===== src/rtl/tff_seq_ctrl.sv =====
// rtl/tff_seq_ctrl.sv - toggle-flop bank sequencer: clears, counts up to a latched limit, pauses/aborts
//
// Purpose: drives a WIDTH-bit bank of toggle flops (q <= q ^ t_vec) through
//          IDLE -> CLEAR -> RUN -> DONE, with PAUSE entered from RUN by stop.
// Ports:
//   clk    - clock, all state on rising edge
//   rst    - synchronous active-high reset
//   start  - launch (IDLE) / resume (PAUSE)
//   stop   - pause (RUN) / abort (PAUSE)
//   limit  - terminal count, latched when start is accepted in IDLE
//   t_vec  - combinational toggle command applied this cycle
//   q, qb  - flop bank state and its complement
//   busy   - high in CLEAR, RUN, PAUSE
//   done   - high in DONE (or on the terminal RUN cycle in the auto-reload build)
// Build option: TFF_SEQ_AUTORELOAD_EN - wrap back to 0 at the terminal count
//               instead of finishing; the port list is identical in both builds.
module tff_seq_ctrl #(
    parameter int WIDTH = 4
) (
    input  logic             clk,
    input  logic             rst,
    input  logic             start,
    input  logic             stop,
    input  logic [WIDTH-1:0] limit,
    output logic [WIDTH-1:0] t_vec,
    output logic [WIDTH-1:0] q,
    output logic [WIDTH-1:0] qb,
    output logic             busy,
    output logic             done
);

    typedef enum logic [2:0] {
        S_IDLE  = 3'd0,
        S_CLEAR = 3'd1,
        S_RUN   = 3'd2,
        S_PAUSE = 3'd3,
        S_DONE  = 3'd4
    } state_t;

    state_t           state;
    state_t           state_nxt;
    logic [WIDTH-1:0] lim_r;
    logic             lim_load;
    logic [WIDTH-1:0] inc_pat;

    // Synchronous-counter toggle pattern: bit i toggles when all lower bits are 1.
    always_comb begin
        logic carry;
        carry = 1'b1;
        for (int i = 0; i < WIDTH; i++) begin
            inc_pat[i] = carry;
            carry      = carry & q[i];
        end
    end

    always_ff @(posedge clk) begin
        if (rst) begin
            state <= S_IDLE;
            q     <= '0;
            lim_r <= '0;
        end else begin
            state <= state_nxt;
            q     <= q ^ t_vec;
            if (lim_load) begin
                lim_r <= limit;
            end
        end
    end

    assign qb = ~q;

    always_comb begin
        state_nxt = state;
        t_vec     = '0;
        lim_load  = 1'b0;
        busy      = 1'b0;
        done      = 1'b0;
        case (state)
            S_IDLE: begin
                if (start && !stop) begin
                    lim_load  = 1'b1;
                    state_nxt = S_CLEAR;
                end
            end
            S_CLEAR: begin
                busy      = 1'b1;
                t_vec     = q;      // toggling every set bit clears the bank
                state_nxt = S_RUN;
            end
            S_RUN: begin
                busy = 1'b1;
                // stop outranks the terminal-count check
                if (stop) begin
                    state_nxt = S_PAUSE;
                end else if (q == lim_r) begin
`ifdef TFF_SEQ_AUTORELOAD_EN
                    t_vec = q;      // wrap to 0 and keep running
                    done  = 1'b1;
`else
                    state_nxt = S_DONE;
`endif
                end else begin
                    t_vec = inc_pat;
                end
            end
            S_PAUSE: begin
                busy = 1'b1;
                if (stop) begin
                    state_nxt = S_IDLE;
                end else if (start) begin
                    state_nxt = S_RUN;
                end
            end
            S_DONE: begin
                done      = 1'b1;
                state_nxt = S_IDLE;
            end
            default: begin
                state_nxt = S_IDLE;
            end
        endcase
    end

endmodule


===== config.mk =====
export PLATFORM = sky130hd
export DESIGN_NAME = tff_seq_ctrl
export DESIGN_NICKNAME = d
export VERILOG_FILES = /design/src/rtl/tff_seq_ctrl.sv
export SDC_FILE = /design/constraint.sdc
export NUM_CORES = 1
export LEC_CHECK = 0
export BUFFER_PORTS_ARGS = -buffer_cell sky130_fd_sc_hd__buf_2
export CAP_MARGIN = 10
export CORE_ASPECT_RATIO = 0.7
export CORE_MARGIN = 2
export CORE_UTILIZATION = 25
export CTS_CLUSTER_SIZE = 40
export DETAILED_ROUTE_END_ITERATION = 7
export HOLD_SLACK_MARGIN = 0.03
export SLEW_MARGIN = 5
export SYNTH_ARGS = -nofsm -noshare
export SYNTH_HDL_FRONTEND = slang
export SYNTH_SLANG_ARGS = --single-unit

===== constraint.sdc =====
create_clock -name clk -period 1.5 [get_ports clk]
set_input_delay 0 -clock clk [delete_from_list [all_inputs] [get_ports clk]]
set_output_delay 0 -clock clk [all_outputs]
set_load 0.005 [all_outputs]

Word level (Yosys, flattened, before mapping)
Cells that the tools add are included.
{"block": "totals", "reg_bits": 11, "latchBits": 0, "mem_bits_rw": 0, "mem_bits_ro": 0, "in_bits": 8, "out_inout_bits": 14, "n_memories": 0}
{"block": "classes", "add_sub_neg": 0, "n_mul": 0, "div_mod_pow": 0, "n_lt_le_gt_ge": 0, "eq_ne": 8, "shift": 0, "mux": 13, "bitwise_logic": 4, "reduce_logical": 5}
{"operator": "$mux 3", "count": 5}
{"operator": "$pmux 3 s4", "count": 1}
{"operator": "$mux 4", "count": 2}
{"operator": "$pmux 4 s2", "count": 1}
{"operator": "$eq 3x2->1 const B", "count": 2}
{"operator": "$ne 3x3->1 const B", "count": 2}
{"operator": "$eq 4x4->1", "count": 1}
{"operator": "$mux 1", "count": 4}
{"operator": "$not 4->4", "count": 1}
{"operator": "$xor 4x4->4", "count": 1}
{"operator": "$eq 3x1->1 const B", "count": 1}
{"operator": "$eq 3x3->1 const B", "count": 1}
{"operator": "$logic_not 3->1", "count": 1}
{"operator": "$reduce_and 3->1", "count": 1}
{"operator": "$reduce_or 3->1", "count": 1}
{"operator": "$and 1x1->1", "count": 2}
{"operator": "$ne 2x2->1 const B", "count": 1}
{"operator": "$logic_and 1x1->1", "count": 1}
{"operator": "$logic_not 1->1", "count": 1}

Logic depth before layout (Yosys ltp)
Gate-level depths: netlist of run 1.
{"block": "logic_depth", "depth_word": 6, "mapped_depth": 5}

Worst setup path after synthesis of run 1
No wires, ideal clock.
{"block": "synth_path", "path_type": "reg-to-reg", "from": "register state[0]", "to": "register q[3]", "t_arrival_ps": 1379, "setup_slack_ps": 49, "stages_incl_launch_ff": 6, "n_path_buf": 1, "path_cell_list": "dfxtp_1 buf_6 nor4b_4 o41ai_4 nor4_2 mux2i_1"}
{"block": "synth_via", "elab_chain_len": 3}
{"element": "from (decl)", "line_no": "40", "text": "state_t state;"}
{"element": "from (signal assigned)", "line_no": "62", "text": "state <= state_nxt;"}
{"element": "$eq 3x2->1 / $eq 3x1->1 (equally long branches)", "line_no": "78", "text": "case (state)"}
{"element": "$pmux 4 s2 *", "line_no": "78"}
{"element": "$xor 4x4->4 *", "line_no": "63", "text": "q <= q ^ t_vec;"}
{"element": "to (signal assigned)", "line_no": "63"}
{"element": "to (decl)", "line_no": "26", "text": "output logic [WIDTH-1:0] q,"}
Every way passes the cells marked *; elsewhere a longest branch is shown, timed or not.
A chain may end at the register's enable or synchronous reset.

Final worst setup path of run 1
{"block": "layout_path", "from": "register lim_r[1]", "to": "output port t_vec[2]"}
{"block": "layout_via", "elab_chain_len": 4}
{"element": "from (decl)", "line_no": "42", "text": "logic [WIDTH-1:0] lim_r;"}
{"element": "from (signal assigned)", "line_no": "65", "text": "lim_r <= limit;"}
{"element": "$eq 4x4->1", "line_no": "95", "text": "end else if (q == lim_r) begin"}
{"element": "$mux 4", "line_no": "95"}
{"element": "$mux 4", "line_no": "93", "text": "if (stop) begin"}
{"element": "$pmux 4 s2", "line_no": "78"}
{"element": "to (decl)", "line_no": "25", "text": "output logic [WIDTH-1:0] t_vec,"}
Every way passes these cells.

==> results of run 1 <==
==> worst register-to-register path, cell delays in order (launching register included) <==
cell and delay (ns):
dfxtp_2 0.33, xor2_2 0.19, o41ai_4 0.50, buf_4 0.20, mux2i_1 0.18, nor2_1 0.06
==> per-layer routing <==
metal  part of all wire [%]  vias to the layer above  GRT usage, %  routed length [um]
met5                      0                        -             0                   0
met4                    1.2                        0         3.830                  18
met3                    6.8                        2         3.178                  99
met2                     48                       18         17.32                 699
met1                     44                      290         13.07                 648
li1                       -                      333             -                   -
==> power breakdown <==
part / switching, mW / leakage, nW / internal [mW]
sequential: 0.0164 / 0.0919 / 0.307
clock: 0.109 / 0.0255 / 0.182
combinational: 0.0708 / 0.347 / 0.0741
==> cell usage after synthesis, drive strengths merged <==
| master | n |
|---|---|
| mux2i | 3 |
| nor4b | 1 |
| a21o | 2 |
| o31ai | 1 |
| o211ai | 1 |
| o21a | 1 |
| xnor2 | 1 |
| a21oi | 4 |
| inv | 4 |
| o41ai | 1 |
| and2 | 1 |
| a2111oi | 1 |
| buf | 2 |
| nand3 | 4 |
| nor2 | 7 |
| nor3 | 1 |
| nand2 | 12 |
| xor2 | 5 |
| and3b | 1 |
| clkbuf | 1 |
| nor4 | 2 |
| nor3b | 2 |
| dfxtp | 11 |
| or3b | 1 |
| or3 | 1 |
| a211oi | 1 |
| or2 | 3 |
==> timing repair <==
item,in CTS,in global routing
buffers inserted,3,2
gates resized for setup,4,3
endpoints found under the setup margin,6,8
endpoints found under the hold margin,4,0
pin swaps,4,4
hold buffers,4,0
==> worst min-delay path by stage <==
stage                   from  endpoint  cells after the start
finish                 start  state[0]                      3
global route           start  state[0]                      3
CTS                    start  state[0]                      3
detailed placement  limit[1]  lim_r[1]                      3
global placement    limit[1]  lim_r[1]                      3
floorplan           limit[0]  lim_r[0]                      2
==> cell type report <==
type	instances	area share, %
Clock inverter	1	0.5135
Timing Repair Buffer	38	24.90
Clock buffer	3	4.236
Tap cell	34	4.365
Inverter	4	1.540
Multi-Input combinational cell	57	40.95
Sequential cell	11	23.49
==> sequential cells by signal (all words and copies together) (netlist names) <==
| signal | flops |
|---|---|
| lim_r | 4 |
| q | 4 |
| state | 3 |
==> metrics by stage <==
stage / cell area [sq um] / setup TNS, ns
3_5_place_dp: 834.6 / -0.07577
5_1_grt: 974.7 / -1.440
6_report: 974.7 / -0.6211
2_1_floorplan: 646.9 / 0
4_1_cts: 954.7 / -0.6586
3_3_place_gp: 834.6 / -0.05753
==> cell families (layout without fill, tap and decap cells) <==
group                  after synthesis  count (layout)
AO/OA/AOI/OAI                       12              12
multiplexers                         3               3
XOR/XNOR                             6               6
buffers and inverters                7              46
flip-flops                          11              11
AND/OR/NAND/NOR                     36              36
==> impl_results.md, run 1 <==
- Synth Instances: 75
- Crit-path max FO: 6
- Layout area overhead: 50.68%
- Clock Skew: ~0.0055 ns
- Fill count: 247
- Initial antenna violation count: 0
- Largest net degree at the start of global routing: 13
- Root Driver: clkbuf_8
- Max-Cap Viols: 0
- Footprint of the multi-input gates: 399.1 sq um
- Die H: 46.56 um
- Main combinational cell family by area after synthesis: simple AND/OR/NAND/NOR gates
- Reg-to-Reg End: q[0]
- DRC: 0
- Ant. Diodes: 0
- Final hold viol count: 0
- Most common cell after layout, fill and taps aside: buf_2
- Worst slack at placement: -0.06438 ns
- Worst VDD drop: 336.4 uV
- CTS Buffer Depth: 2
- Avg WL per Cell: 9.899 um
- DIE AREA: 3017 sq um
- Port bufs: 21
- Std cell rows: 15
- Outcome: finished with violations
- Max-Slew Margin vs Limit: 71.37%
- Tmin final: 1.650 ns
- RSZ-0062 raised after global routing: true
- Post-Syn Nets: just over 80
- Synth unique cells: 30
- GRT Total Usage: 10.45%
- Setup ws final: -0.1504 ns
- Cell count along the critical path: 5
- Yosys top cell by area: dfxtp_1
- PwrDens: approximately 780 nW/um^2
- H-tree Lvls: 1
- Final period utilization: 110.0%
- Final wirelength: 1465 um
- Non-filler cells, final: 148
- Max incr delay on CP: 0.50 ns
- Leak pwr: 0.4644 nW
- Worst endpoint data arrival time: 1.65 ns
- Routability congestion estimate: 0.6968
- CP required: around 1.5 ns
- Total core area: 2459 sq um
- Synth Area in Adders: 0%
- Post-synthesis mux area share: 4.642%
- Clock slew at reported path FFs: roughly 0.050 ns
- CP endpoint: t_vec[2]
- CP max-delay cell: o41ai_4
- R2r setup slk: -0.08 ns
- Crit. End Element: primary output
- F_max: 0.6059 GHz
- Later-pin clock latency in the skew report: 0.24 ns
- CTS tree: built
- Ranking of synthesized cells by area: dfxtp_1 34%, nand2_1 7.0%, xor2_1 6.8%
- CP startpoint kind: register
- Vias in the first global route: ~540
- CP cell instances: xor2_2 > o41ai_4 > nor3_2 > a21o_1 > buf_2
- Post-layout util: 39.64%
- Yosys reg bits: 11
- Final Total Pwr: 759.9 uW
- Area fraction of the dominant cell type after synthesis: 34.04%
- Cell count after placement: between 100 and 150
- Compound-Gate Fraction of Synth Area: approximately 16%
- Most frequent cells in the layout: 21 x buf_2, 13 x buf_4, 12 x nand2_1
- Starting Density: 26.31%
- Drt first pass iters: 4
- Clock buffer count from CTS: 3
- Fraction of layout cells with a size suffix above 1: between 40% and 50%
- XOR/XNOR share of the synthesized area: 8.124%
- DR vias: between 600 and 700
- Reg area: 229.0 sq um
- Failing checks: negative setup slack
- Post-DP HPWL: 1145 um
- Crit Path Class: register to primary output
- Syn avg cell area: 8.625 sq um
- Seq/Total Area, Yosys: between 30% and 40%
- Number of top-level pins: 22
- Slew of the pin with the lowest slew margin: 0.4280 ns
- Synth warn: 0
- Reg2reg start: lim_r[1]
- Routed Antenna Nets: 0
- Area share of and/or/nand/nor cells after synthesis: between 30% and 40%
- Hold/Removal Path Class: input port to register
- CP top delay family: compound AO/OA/AOI/OAI gates
- Die X: 64.80 um
- Fin nets: 123
- Synthesized area: 646.9 sq um
- WP buf/inv: 1
- First-pass GRT wire length: approximately 2400 um
- Final Setup Violations: 7
- DR vias/cell: 4.345
- First DRT Iteration DRCs: 24
- Worst r2r path cells: 5
- WHS: 0.07105 ns
- CP startpoint: lim_r[1]
- Clk sinks: 11
- Fin. max-slew vios: 0
- GRT overflow: 0
(Power assumes the default switching activity.)
==> run 2: changes to the inputs <==
Settings changed: SETUP_SLACK_MARGIN set to 0.1, SLEW_MARGIN 5 to 0.
==> run 2 against run 1 <==
  * The flow still finishes with violations (negative setup slack)
  * Non-clock buffer count is 1 higher
  * Core utilization increased by 1.8 points
  * Die area unchanged
  * Register-to-register slack better by 0.04 ns
  * Total power is 4.3% higher
  * Critical endpoint is now t_vec[3]
  * Highest routed layer unchanged
==> impl_results.md, run 2 (synthesis gave the netlist of run 1 again) <==
- Std cell rows: 15 (unchanged)
- DRC: 0 (unchanged)
- DR vias/cell: 4.403 (+1.3%)
- First-pass GRT wire length: 2615 um (+11%)
- H-tree Lvls: 1 (unchanged)
- Clock buffer count from CTS: 3 (unchanged)
- Hold/Removal Path Class: input port to register
- Vias in the first global route: 572 (+6.3%)
- Most frequent cells in the layout: 21 x buf_2, 13 x buf_4, 12 x nand2_1
- CP required: 1.50 ns (about the same)
- Worst endpoint data arrival time: 1.63 ns (-0.02 ns)
- Post-layout util: 41.42% (+1.8 points)
- Avg WL per Cell: 10.94 um (+11%)
- Routability congestion estimate: 0.7504 (+7.7%)
- Reg2reg start: lim_r[0]
- Crit-path max FO: 5 (-1)
- Fin nets: 124 (+0.81%)
- Setup tns final: -0.3579 ns (+0.2632 ns)
- Drt first pass iters: 4 (unchanged)
- CP startpoint kind: register
- Later-pin clock latency in the skew report: 0.24 ns (about the same)
- Slew of the pin with the lowest slew margin: 0.2977 ns (-0.1303 ns)
- Number of top-level pins: 22 (unchanged)
- Failing checks: negative setup slack
- PwrDens: 778.3 nW/um^2 (-0.17%)
- Area after DPL: 860.8 sq um (+3.1%)
- CP cell instances: xor2_2 > o41ai_4 > buf_6 > nor4_4 > a21o_1 > buf_2
- Combinational share of power: 20.7% (+1.6 points)
- Final Setup Violations: 4 (-3)
- GRT Total Usage: 11.82% (+1.4 points)
- Clock Skew: 0.009015 ns (+0.003518 ns)
- Root Driver: clkbuf_8
- Max incr delay on CP: 0.35 ns (-0.15 ns)
- Fraction of layout cells with a size suffix above 1: 48.70% (+4.0 points)
- DR vias: 656 (+2.0%)
- Max-Cap Viols: 0 (unchanged)
- RSZ-0062 raised after global routing: true
- CP max-delay cell: o41ai_4
- Total core area: 2459 sq um (unchanged)
- First DRT Iteration DRCs: 35 (+46%)
- DIE AREA: 3017 sq um (unchanged)
- Clk sinks: 11 (unchanged)
- R2r setup slk: -0.04 ns (+0.04 ns)
- Leak pwr: 0.5057 nW (+8.9%)
- Routed Antenna Nets: 0 (unchanged)
- Biggest regs: lim_r x4, q x4, state x3
- Port bufs: 21 (unchanged)
- Outcome: finished with violations
- Die H: 46.56 um (unchanged)
- Worst VDD drop: 230.5 uV (-31%)
- Tmin final: 1.626 ns (-0.02476 ns)
- Crit. End Element: primary output
- Initial antenna violation count: 0 (unchanged)
- Ant. Diodes: 0 (unchanged)
- Register share of total power: 41.1% (-1.5 points)
- CP endpoint: t_vec[3]
- Most common cell after layout, fill and taps aside: buf_2
- F_max: 0.6151 GHz (+1.5%)
- Layout area overhead: 57.45%
- Crit Path Class: register to primary output
- Final wirelength: 1630 um (+11%)
- Final hold viol count: 0 (unchanged)
- GRT overflow: 0 (unchanged)
- Total net switching power: 216.1 uW (+10%)
- Pint: 576.6 uW (+2.3%)
- Final instance area: 1018 sq um (+4.5%)
- CTS tree: built
- Max-Slew Margin vs Limit: 80.09% (+8.7 points)
- Setup ws final: -0.1256 ns (+0.02476 ns)
- Starting Density: 26.31% (unchanged)
- Die X: 64.80 um (unchanged)
- Fin. max-slew vios: 0 (unchanged)
- Worst r2r path cells: 6 (+1)
- Sw Share: 27.26% (+1.4 points)
- Post-DP HPWL: 1214 um (+6.1%)
- Final period utilization: 108.4% (-1.7 points)
- Reg-to-Reg End: q[0]
- CTS Buffer Depth: 2 (unchanged)
- Clock slew at reported path FFs: 0.06 ns (about the same)
- Worst slack at placement: -0.06833 ns (-0.003952 ns)
- Largest net degree at the start of global routing: 13 (unchanged)
- CP startpoint: lim_r[0]
- Clk pwr share: 38.2% (-0.2 points)
run 2: cell types whose count changed in the layout (fill, tap and decap cells not counted), sizes merged:
| cell | change |
|---|---|
| buf | +1 |
run 2: critical path, delay by kind of cell (launching register included):
kind            cells  cell delay (ns)
xor+xnor            1             0.19
compound gates      2             0.51
buf+inv             2             0.30
simple gates        1             0.04
flops               1             0.33
run 2: repair_timing:
| action | CTS | global route |
|---|---|---|
| endpoints found under the setup margin | 10 | 10 |
| buffers inserted | 3 | 1 |
| endpoints found under the hold margin | 4 | 0 |
| resized for setup | 9 | 1 |
| pin swaps | 3 | 2 |
| hold buffers | 4 | 0 |
run 2: stage by stage:
stage	hold slack, ns	power (mW)	std cells
finish	0.05444	0.7927	149
detailed placement	0.2573	0.4761	137
CTS	0.05364	0.7969	148
floorplan	0.1400	0.4199	75
global route	0.07136	0.8312	149
global placement	0.2535	0.4718	137
run 2: per-layer routing:
metal	vias to the layer above	wire, um	GRT usage (%)
met5	-	0	0
met4	0	28	6.383
met3	2	55	3.667
met2	8	749	18.56
met1	310	796	14.74
li1	336	-	-
run 2: power groups by stage:
stage	logic, mW	clock network (mW)	registers [mW]
floorplan	0.0992	0	0.321
global placement	0.143	0	0.329
detailed placement	0.146	0	0.330
CTS	0.160	0.311	0.326
global route	0.181	0.322	0.329
finish	0.164	0.303	0.326
run 2: cell type report:
| cell class | instances | area [sq um] |
|---|---|---|
| fill | 240 | 1440 |
| tap | 34 | 42.54 |
| sequential | 11 | 227.7 |
| inverter | 4 | 15.01 |
| timing repair buffer | 39 | 254.0 |
| clock inverter | 1 | 5.005 |
| multi-input combinational | 57 | 432.9 |
| clock buffer | 3 | 41.29 |
run 2: worst min path at each step:
stage	start	to	cells after the start
floorplan	limit[0]	lim_r[0]	2
global placement	limit[0]	lim_r[0]	3
detailed placement	limit[0]	lim_r[0]	3
CTS	rst	lim_r[0]	2
global route	start	state[0]	3
finish	start	state[0]	3
==> run 3: changes to the inputs <==
Settings changed: BUFFER_PORTS_ARGS -buffer_cell sky130_fd_sc_hd__buf_2 to not set, DONT_BUFFER_PORTS set to 1, MAX_ROUTING_LAYER set to met4.
==> run 3 against run 2 <==
  * The flow finishes with violations (negative hold slack, negative setup slack)
  * Sequential share of layout area rose by 0.31 points
  * Sequential power about the same
  * Total power is 0.82% lower
  * Largest cell class unchanged
==> impl_results.md, run 3 (synthesis gave the netlist of run 1 again) <==
- Outcome: finished with violations
- Failing checks: negative hold slack, negative setup slack
- Crit-path max FO: 4 (-1)
- CP cell instances: nor4b_4 > o41ai_4 > buf_6 > nor4_4 > buf_4 > a21o_1
- Routability congestion estimate: 0.7769 (+3.5%)
- Post-DP HPWL: 1194 um (-1.6%)
- Post-CTS Hold Fix Bufs: 6 (+2)
- Final hold viol count: 2 (+2)
- Clk sinks: 11 (unchanged)
- Setup ws final: -0.1558 ns (-0.03016 ns)
- DR vias: 604 (-7.9%)
- First-pass GRT wire length: 2649 um (+1.3%)
- Initial antenna violation count: 0 (unchanged)
- CTS Buffer Depth: 2 (unchanged)
- Number of top-level pins: 22 (unchanged)
- CTS tree: built
- Drt first pass iters: 4 (unchanged)
- Biggest regs: lim_r x4, q x4, state x3
- Fin nets: 114 (-8.1%)
- Port bufs: 0 (-100%)
- WHS: -0.03868 ns (-0.09312 ns)
- DIE AREA: 3017 sq um (unchanged)
- Std cell rows: 15 (unchanged)
- GR Util met2: 20.00% (+1.4 points)
- Die X: 64.80 um (unchanged)
- Crit Path Class: register to primary output
- Crit. End Element: primary output
- Total core area: 2459 sq um (unchanged)
- Later-pin clock latency in the skew report: 0.24 ns (about the same)
- Slew of the pin with the lowest slew margin: 0.4612 ns (+0.1635 ns)
- Most common cell after layout, fill and taps aside: buf_4
- Largest net degree at the start of global routing: 13 (unchanged)
- M3 GR Usage: 3.912% (+0.24 points)
- GRT Total Usage: 12.20% (+0.38 points)
- DR vias/cell: 4.345 (-1.3%)
- GRT overflow: 0 (unchanged)
- Post-layout util: 41.53% (+0.10 points)
- Worst endpoint data arrival time: 1.66 ns (+0.03 ns)
- Most frequent cells in the layout: 19 x buf_4, 11 x nand2_1, 6 x nor2_1, 6 x dlygate4sd3_1, 6 x dfxtp_2
- DRC: 0 (unchanged)
- Clock buffer count from CTS: 3 (unchanged)
- Clock Skew: 0.001941 ns (-0.007075 ns)
- Die H: 46.56 um (unchanged)
- Starting Density: 26.31% (unchanged)
- Layout area overhead: 57.83%
- F_max: 0.6039 GHz (-1.8%)
- CP top delay family: simple AND/OR/NAND/NOR gates
- Final wirelength: 1670 um (+2.5%)
- CP max-delay cell: dfxtp_4
- Max incr delay on CP: 0.35 ns (about the same)
- Ant. Diodes: 0 (unchanged)
- Leak pwr: 0.4733 nW (-6.4%)
- Routed Antenna Nets: 0 (unchanged)
- Hold/Removal Path Class: input port to register
- Max-Cap Viols: 0 (unchanged)
- Root Driver: clkbuf_8
- Fraction of layout cells with a size suffix above 1: 44.76% (-3.9 points)
- WP buf/inv: 2 (unchanged)
- Fin. max-slew vios: 0 (unchanged)
- Final period utilization: 110.4% (+2.0 points)
- Final Setup Violations: 8 (+4)
- Max-Slew Margin vs Limit: 69.15% (-11 points)
- CP startpoint kind: register
- Setup tns final: -0.7829 ns (-0.4250 ns)
- H-tree Lvls: 1 (unchanged)
- RSZ-0062 raised after global routing: true
- Worst VDD drop: 373.0 uV (+62%)
- Vias in the first global route: 556 (-2.8%)
- Clock slew at reported path FFs: 0.05 ns (about the same)
- CP required: 1.50 ns (about the same)
- Avg WL per Cell: 12.01 um (+9.8%)
- Busiest grt layer: met2
- Tmin final: 1.656 ns (+0.03016 ns)
- First DRT Iteration DRCs: 31 (-11%)
- PwrDens: 770.0 nW/um^2 (-1.1%)
- M1 GR Usage: 15.37% (+0.63 points)
## run 3: changes by cell type in the layout (fill, tap and decap cells not counted), sizes merged
cell         delta
dlygate4sd3     +2
buf            -12
## run 3: layout make-up
cell class	instances	area, sq um
inverter	4	15.01
tap	34	42.54
multi-input combinational	57	437.9
clock buffer	3	41.29
fill	240	1438
clock inverter	1	5.005
sequential	11	231.5
timing repair buffer	29	247.7
## run 3: repair_timing
action,in CTS,in global routing
pin swaps,3,2
endpoints found under the hold margin,11,2
endpoints found under the setup margin,10,14
resized for setup,12,5
setup buffers,7,1
## run 3: through the flow
stage               total power, mW  instances  hold slack, ns  area [sq um]  setup slack (ns)
finish                       0.7862        139        -0.03868          1021           -0.1558
global route                 0.8322        139        -0.03582          1021           -0.2636
CTS                          0.7852        138        -0.02176          1001           -0.1371
detailed placement           0.4528        121         0.06614         793.3          -0.05784
global placement             0.4497        121         0.06621         793.3          -0.02920
floorplan                    0.4199         75          0.1400         658.1           0.07477
## run 3: final timing paths
check / to / slack [ns] / start / depth (start not counted)
max reg2reg: q[0] / -0.12 / q[0] / 7
min reg2reg: lim_r[2] / 0.48 / lim_r[2] / 2
min: state[0] / -0.04 / stop / 2
max: t_vec[3] / -0.16 / state[0] / 6
## run 3: power breakdown
part	internal, mW	switching (mW)
Clock	0.183	0.117
Combinational	0.0853	0.0756
Sequential	0.309	0.0163
## run 3: metal layers
| layer | part of all wire, % | up-vias |
|---|---|---|
| met2 | 50 | 10 |
| met4 | 0 | 0 |
| met3 | 2.8 | 0 |
| met5 | 0 | - |
| li1 | - | 318 |
| met1 | 47 | 276 |
## run 3: worst reg2reg max path, stage by stage (launching register included)
cell and delay (ns):
dfxtp_2 0.33, xor2_2 0.19, o41ai_4 0.37, buf_6 0.18
buf_4 0.12, buf_6 0.09, mux2i_1 0.16, nor2_1 0.05
